===== src/rtl/sum_1ton_regfile_proc.sv =====
// Dedicated processor computing sum(i, i=1..N) for a run-time bound N.
// A control FSM sequences a 4-entry register file, an adder, a comparator and an output register.
module sum_1ton_regfile_proc #(
  parameter int DATA_W = 8,
  parameter int N_W    = 4
) (
  input  logic              clk,
  input  logic              rst,
  input  logic              start,
  input  logic [N_W-1:0]    n_in,
  output logic              busy,
  output logic              done,
  output logic [DATA_W-1:0] out,
  output logic              ovf
);

  typedef enum logic [2:0] {
    IDLE   = 3'd0,
    INIT_I = 3'd1,
    INIT_S = 3'd2,
    CMP    = 3'd3,
    ADD    = 3'd4,
    INC    = 3'd5,
    FIN    = 3'd6
  } state_t;

  state_t              state_r;
  logic [N_W-1:0]      n_reg_r;
  logic [DATA_W-1:0]   rf_r [0:3];
  logic                busy_r;
  logic                done_r;
  logic [DATA_W-1:0]   out_r;
  logic                ovf_r;

  logic [1:0]          ra_a_s;
  logic [1:0]          ra_b_s;
  logic [1:0]          wr_addr_s;
  logic                wr_en_s;
  logic                use_one_s;
  logic [DATA_W-1:0]   rd_a_s;
  logic [DATA_W-1:0]   rd_b_s;
  logic [DATA_W-1:0]   op_b_s;
  logic [DATA_W-1:0]   sum_s;
  logic                carry_s;
  logic                le_s;

  // R0 is hardwired to zero on both read ports
  assign rd_a_s = (ra_a_s == 2'd0) ? {DATA_W{1'b0}} : rf_r[ra_a_s];
  assign rd_b_s = (ra_b_s == 2'd0) ? {DATA_W{1'b0}} : rf_r[ra_b_s];
  assign op_b_s = use_one_s ? {{(DATA_W-1){1'b0}}, 1'b1} : rd_b_s;
  assign {carry_s, sum_s} = {1'b0, rd_a_s} + {1'b0, op_b_s};
  assign le_s = (rd_a_s <= {{(DATA_W-N_W){1'b0}}, n_reg_r});

  assign busy = busy_r;
  assign done = done_r;
  assign out  = out_r;
  assign ovf  = ovf_r;

  // Datapath control decode from the current state
  always_comb begin
    ra_a_s    = 2'd0;
    ra_b_s    = 2'd0;
    wr_addr_s = 2'd0;
    wr_en_s   = 1'b0;
    use_one_s = 1'b0;
    case (state_r)
      INIT_I: begin
        use_one_s = 1'b1;
        wr_en_s   = 1'b1;
        wr_addr_s = 2'd1;
      end
      INIT_S: begin
        wr_en_s   = 1'b1;
        wr_addr_s = 2'd2;
      end
      CMP: begin
        ra_a_s = 2'd1;
      end
      ADD: begin
        ra_a_s    = 2'd2;
        ra_b_s    = 2'd1;
        wr_en_s   = 1'b1;
        wr_addr_s = 2'd2;
      end
      INC: begin
        ra_a_s    = 2'd1;
        use_one_s = 1'b1;
        wr_en_s   = 1'b1;
        wr_addr_s = 2'd1;
      end
      FIN: begin
        ra_b_s = 2'd2;
      end
      default: begin
        ra_a_s    = 2'd0;
        ra_b_s    = 2'd0;
        wr_addr_s = 2'd0;
        wr_en_s   = 1'b0;
        use_one_s = 1'b0;
      end
    endcase
  end

  // Control FSM, register-file write port and registered outputs
  always_ff @(posedge clk or posedge rst) begin
    if (rst) begin
      state_r <= IDLE;
      n_reg_r <= {N_W{1'b0}};
      busy_r  <= 1'b0;
      done_r  <= 1'b0;
      out_r   <= {DATA_W{1'b0}};
      ovf_r   <= 1'b0;
      for (int k = 0; k < 4; k++) begin
        rf_r[k] <= {DATA_W{1'b0}};
      end
    end else begin
      done_r <= 1'b0;
      if (wr_en_s && (wr_addr_s != 2'd0)) begin
        rf_r[wr_addr_s] <= sum_s;
      end
      case (state_r)
        IDLE: begin
          if (start) begin
            n_reg_r <= n_in;
            ovf_r   <= 1'b0;
            busy_r  <= 1'b1;
            state_r <= INIT_I;
          end
        end
        INIT_I: state_r <= INIT_S;
        INIT_S: state_r <= CMP;
        CMP:    state_r <= le_s ? ADD : FIN;
        ADD: begin
          if (carry_s) begin
            ovf_r <= 1'b1;
          end
          state_r <= INC;
        end
        INC:    state_r <= CMP;
        FIN: begin
          out_r   <= rd_b_s;
          done_r  <= 1'b1;
          busy_r  <= 1'b0;
          state_r <= IDLE;
        end
        default: begin
          busy_r  <= 1'b0;
          state_r <= IDLE;
        end
      endcase
    end
  end

endmodule

===== config.mk =====
export PLATFORM = sky130hd
export DESIGN_NAME = sum_1ton_regfile_proc
export DESIGN_NICKNAME = d
export VERILOG_FILES = /design/src/rtl/sum_1ton_regfile_proc.sv
export SDC_FILE = /design/constraint.sdc
export NUM_CORES = 1
export LEC_CHECK = 0
export CAP_MARGIN = 20
export CORE_AREA = 2 2 81 83
export CTS_CLUSTER_DIAMETER = 120
export DETAILED_ROUTE_END_ITERATION = 16
export DIE_AREA = 0 0 83 85
export PLACE_DENSITY = 0.5
export SLEW_MARGIN = 20
export SYNTH_ARGS = -nofsm -noshare
export SYNTH_HDL_FRONTEND = slang
export SYNTH_SLANG_ARGS = --single-unit

===== constraint.sdc =====
create_clock -name clk -period 3.3 [get_ports clk]
set_clock_uncertainty 0.15 [all_clocks]
set_input_delay 0.99 -clock clk [delete_from_list [all_inputs] [get_ports clk]]
set_output_delay 0.99 -clock clk [all_outputs]
set_load 0.02 [all_outputs]

* After elaboration in Yosys (flattened, before gate mapping)
Index checks and enable logic that the tools add are counted.
Word-level totals: bits in registers 50, input port bits 7
Cells by class: equal/unequal tests 8, muxes and demuxes 26, $add $sub $neg 1, magnitude comparators 5, bitwise logic cells 4, reductions and logical operators 16
Operators by type and width (number):
- $mux 8 | 8
- $bmux 8 s2 | 2
- $bwmux 32 | 1
- $demux 8 s2 | 1
- $pmux 3 s5 | 1
- $pmux 2 s2 | 3
- $add 8x8->9 | 1
- $eq 3x3->1 const B | 3
- $ge 3x3->1 const B | 3
- $not 2->3 | 3
- $le 8x4->1 | 1
- $reduce_or 2->1 | 4
- $eq 3x2->1 const B | 2
- $mux 1 | 6
- $reduce_or 5->1 | 1
- $logic_not 2->1 | 2
- $ne 2x2->1 const B | 2
- $pmux 1 s2 | 2
- $reduce_and 2->1 | 2
- $reduce_bool 2->1 | 2
- $reduce_or 4->1 | 1
- $eq 3x1->1 const B | 1
- $logic_not 3->1 | 1
- $lt 3x1->1 const B | 1
- 5 further kinds | 6

* Longest topological paths before layout
depth after elaboration 11, depth in mapped cells 14, gate-level depth less buffers 13

* Worst setup path after synthesis
OpenSTA, ideal clock, no wires.
path type register to register, start register state_r[0], end register rf_r[14] in the netlist's numbering, stages on the path, launching flop included 15, clock period less this slack 2743 ps, buffers on the path 1, data required time 3025 ps, arrival 2468 ps, slack 557 ps, cell sequence dfrtp_1 buf_2 nand2_1 nor2_1 nand2_1 o21a_1 inv_1 ha_1 inv_1 fa_1 nor2b_1 o31a_1 o31a_1 a21oi_1 mux2_4
On the way: longest elaborated chain between the ends 10, elaborated cells on any way between the ends 38, classes of those cells add/sub: 1; order compare: 2; eq/ne: 6; mux: 17; bitwise: 3; reduce/logical: 9
RTL lines:
- start, declared | line 27 | state_t state_r;
- start signal, assigned | line 132 | CMP: state_r <= le_s ? ADD : FIN;
- $eq 3x3->1 or $eq 3x2->1 (tied branches) | line 66 | case (state_r)
- $reduce_or 2->1 (no line) or $pmux 2 s2 (tied branches)
- $pmux 2 s2 or $not 2->3 (tied branches) | line 66, 49
- $not 2->3 (implied by the code) or $bmux 8 s2 (tied branches) | line 48, 49
- $bmux 8 s2 or $mux 8 (tied branches) | line 48, 49
- $mux 8 (on tied branches) (2 in series) | line 48, 49
- $mux 8 (on tied branches) | line 48, 50
- $add 8x8->9 | line 51 | assign {carry_s, sum_s} = {1'b0, rd_a_s} + {1'b0, op_b_s};
- $bwmux 32 | line 119 | rf_r[wr_addr_s] <= sum_s;
- end signal, assigned by index | line 114 | rf_r[k] <= {DATA_W{1'b0}};
- end signal, assigned by index | line 119
- end, declared | line 29 | logic [DATA_W-1:0] rf_r [0:3];
Several ways; a longest one is shown, not always the timed one. The select of a mux whose other input is x is not followed. A chain may end at the register's enable or synchronous reset.

* Final worst setup path
start register state_r[1], end register rf_r[14] in the netlist's numbering
The elaborated chain is that of the path after synthesis.

==> impl_metrics.py <==
metrics = {
    "synth": {
        "ys_seq_area_share_pct": 41.2,
        "synth.largest_area_cell": "dfrtp_1",
        "synth_area_leaders": "dfrtp_1 41%, ha_1 7.3%, mux2_2 6.5%",
        "syn-cell-area_sq_mm": 0.00207,
        "synth.distinct_cells": 36,
        "ys_ff_latch": 34,
        "yosys_warnings": 0,
        "synth_async_sr_flop_share_pct": 100,
        "syn_inst": 209,
        "synth_top_area_share_pct": 41.2,
        "synth_area_per_cell_sq_um": 9.88,
        "ys.flop_type": "dfrtp_1",
        "syn_nets": 229,
        "synth_edf_count": 0,
    },
    "worst_setup_path": {
        "timing.rr.end": "rf_r[14]$_DFFE_PP0P_",
        "worst-path-max-fanout": 12,
        "ff2ff_setup_slack_ns": 0.33,
        "slowest_delay_ns": 0.58,
        "critical_path_arrival_ns": 3.00,
        "reg2reg_depth": 12,
        "crit_family": "flip-flops",
        "worst_path_max_delay_cell": "dfrtp_1",
        "cp_num_buf_inv": 2,
        "critPathRequiredTime_ns": 3.32,
        "end_kind": "flop",
        "worstPathCellList": "nand2_1, nor2_1, buf_4, nand2_1, o21ai_0, inv_1, fa_1, nor2b_1, o31a_1, o31a_1, a21oi_1, mux2_4",
        "timing.rr.start": "state_r[1]$_DFFE_PP0P_",
        "critPathKind": "flop to flop",
        "start_kind": "flop",
    },
    "hold_path": {
        "min_to": "busy$_DFFE_PP0P_",
        "min_path_type": "flop to flop",
        "hold_start": "busy$_DFFE_PP0P_",
        "hold_path_depth": 1,
    },
    "timing": {
        "tightest_slew_ns": 0.624,
        "setup_viol": 0,
        "post-route-min-period_ns": 2.97,
        "hold_viol": 0,
        "final.setup.tns_ns": 0,
        "worst_hold_slack_ns": 0.328,
        "post-route-period-util_pct": 90.0,
        "rsz0062_at_grt": "no",
        "slew_headroom_pct": 58.4,
        "fin_ws_ns": 0.329,
        "drv_slew": 0,
        "max_freq_mhz": 337,
    },
    "floorplanning": {
        "start_util_pct": 33.3,
        "die_y_um": 85,
        "io_pins": 18,
        "die_w_um": 83,
        "dieArea_sq_mm": 0.00706,
        "row_count": 29,
        "core_sq_mm": 0.00620,
    },
    "placement": {
        "place.gp.congestion": 0.758,
        "portBuffers": 17,
        "dp_cells": 299,
        "dp_slack_ns": 0.343,
        "dpl_cell_area_sq_mm": 0.00230,
        "hpwl_mm": 3.27,
    },
    "detailed_routing": {
        "first_pass_iters": 4,
        "route.detailed.drc": 0,
        "routed_wl_mm": 4.55,
        "vias": 1506,
        "viasPerCell": 4.91,
        "postRouteAntennaNets": 0,
        "routedWlPerCell_um": 14.8,
        "first_iter_violations": 63,
    },
    "power_and_ir_drop": {
        "p_leak_nw": 1.12,
        "peakVddDrop_mv": 0.230,
        "power_density_mw_per_mm2": 674,
    },
    "status": {
        "status": "completed",
    },
    "layout": {
        "drive_gt1_share_pct": 13.9,
        "nNetsFinal": 249,
        "num_antenna_cells": 0,
        "layout_common_cells": "34 x dfrtp_1, 30 x nand2_1, 19 x o21ai_0, 17 x clkdlybuf4s50_1, 14 x nor2_1",
        "multi_input_area_sq_mm": 0.00109,
        "stdcell_count": 307,
        "area_delta_synth_final_pct": 16.8,
        "regArea_sq_um": 851,
        "fillers": 626,
        "final_common_cell": "dfrtp_1",
        "postLayoutCellArea_sq_mm": 0.00241,
    },
    "global_routing": {
        "grt-ovfl-total": 0,
        "grt_max_degree": 35,
        "grt.total_usage_pct": 14.2,
        "grt_pass1_wl_mm": 7.82,
        "antenna_found_initial": 0,
        "grt_pass1_vias": 1528,
    },
    "cts": {
        "hold_buffers": 0,
        "clkTransAtPathRegs_ns": 0.07,
        "tritoncts": "yes",
        "ctsLongestPathBuffers": 2,
        "cts_resized": 0,
        "cts-root-buf": "clkbuf_8",
        "cts.sinks": 34,
        "h-tree-depth": 2,
        "cts_setup_buffers": 0,
        "clk_latency_ns": 0.29,
        "cts_buffers": 5,
    },
    "flow_run": {
        "maxCapViolations": 0,
    },
}
stage by stage:
step                      util [%]  total power, mW
after floorplan                  -             1.11
after global placement        37.1             1.28
after detailed placement      37.1             1.28
after CTS                     38.9             1.65
after global routing          38.9             1.75
final                         38.9             1.63
cells in the mapped netlist (all sizes together), types with 2 or more instances:
| cell type | instances |
|---|---|
| nor2b | 3 |
| buf | 7 |
| inv | 13 |
| a21o | 3 |
| mux2i | 13 |
| o31a | 2 |
| a211oi | 2 |
| o32ai | 2 |
| o21a | 4 |
| o2bb2ai | 2 |
| xor2 | 4 |
| mux2 | 15 |
| nor2 | 14 |
| ha | 12 |
| nand2b | 4 |
| dfrtp | 34 |
| o21ai | 24 |
| nand2 | 30 |
| clkbuf | 3 |
| a21oi | 7 |
registers in the layout, indices dropped and copies added, names as in the netlist:
register	count
busy	1
done	1
n_reg_r	4
out	8
ovf	1
rf_r	16
state_r	3
worst max-delay path by stage:
stage | startpoint | endpoint | slack, ns | depth (start not counted)
floorplan | state_r[0]$_DFFE_PP0P_ | rf_r[14]$_DFFE_PP0P_ | 0.56 | 14
global placement | state_r[1]$_DFFE_PP0P_ | rf_r[14]$_DFFE_PP0P_ | 0.41 | 12
detailed placement | state_r[0]$_DFFE_PP0P_ | rf_r[14]$_DFFE_PP0P_ | 0.34 | 12
CTS | state_r[0]$_DFFE_PP0P_ | rf_r[14]$_DFFE_PP0P_ | 0.32 | 12
global route | state_r[1]$_DFFE_PP0P_ | rf_r[14]$_DFFE_PP0P_ | 0.006 | 12
finish | state_r[1]$_DFFE_PP0P_ | rf_r[14]$_DFFE_PP0P_ | 0.33 | 12
logic make-up (layout without fill, tap and decap cells):
| logic type | after synthesis | in the layout | share of synthesized area (%) |
|---|---|---|---|
| adders and majority gates | 13 | 13 | 8.24 |
| and+or+nand+nor | 57 | 57 | 13.2 |
| xor gates and xnor gates | 4 | 4 | 1.70 |
| buffers and inverters | 23 | 44 | 5.94 |
| AOI/OAI and AO/OA | 50 | 50 | 14.7 |
| DFF | 34 | 34 | 41.2 |
| muxes | 28 | 28 | 15.0 |
power breakdown:
part           switching [mW]  total [mW]  internal, mW
combinational           0.350       0.653         0.303
sequential              0.105       0.609         0.504
clock                   0.153       0.364         0.211
layer usage:
layer	up-vias	track usage [%]	wire, um
met5	-	0	0
met4	0	5.96	84
met3	8	3.60	168
met2	34	21.7	2070
met1	703	19.3	2230
li1	761	-	-
area by class of cell:
type                    instances  area share (%)
inverters                      13            2.02
flip-flops and latches         34            35.3
well taps                      77            3.99
clock buffers                   8            4.56
repair buffers                 23            8.92
multi-input cells             152            45.3
No activity file was read; power rests on OpenSTA's default activity.
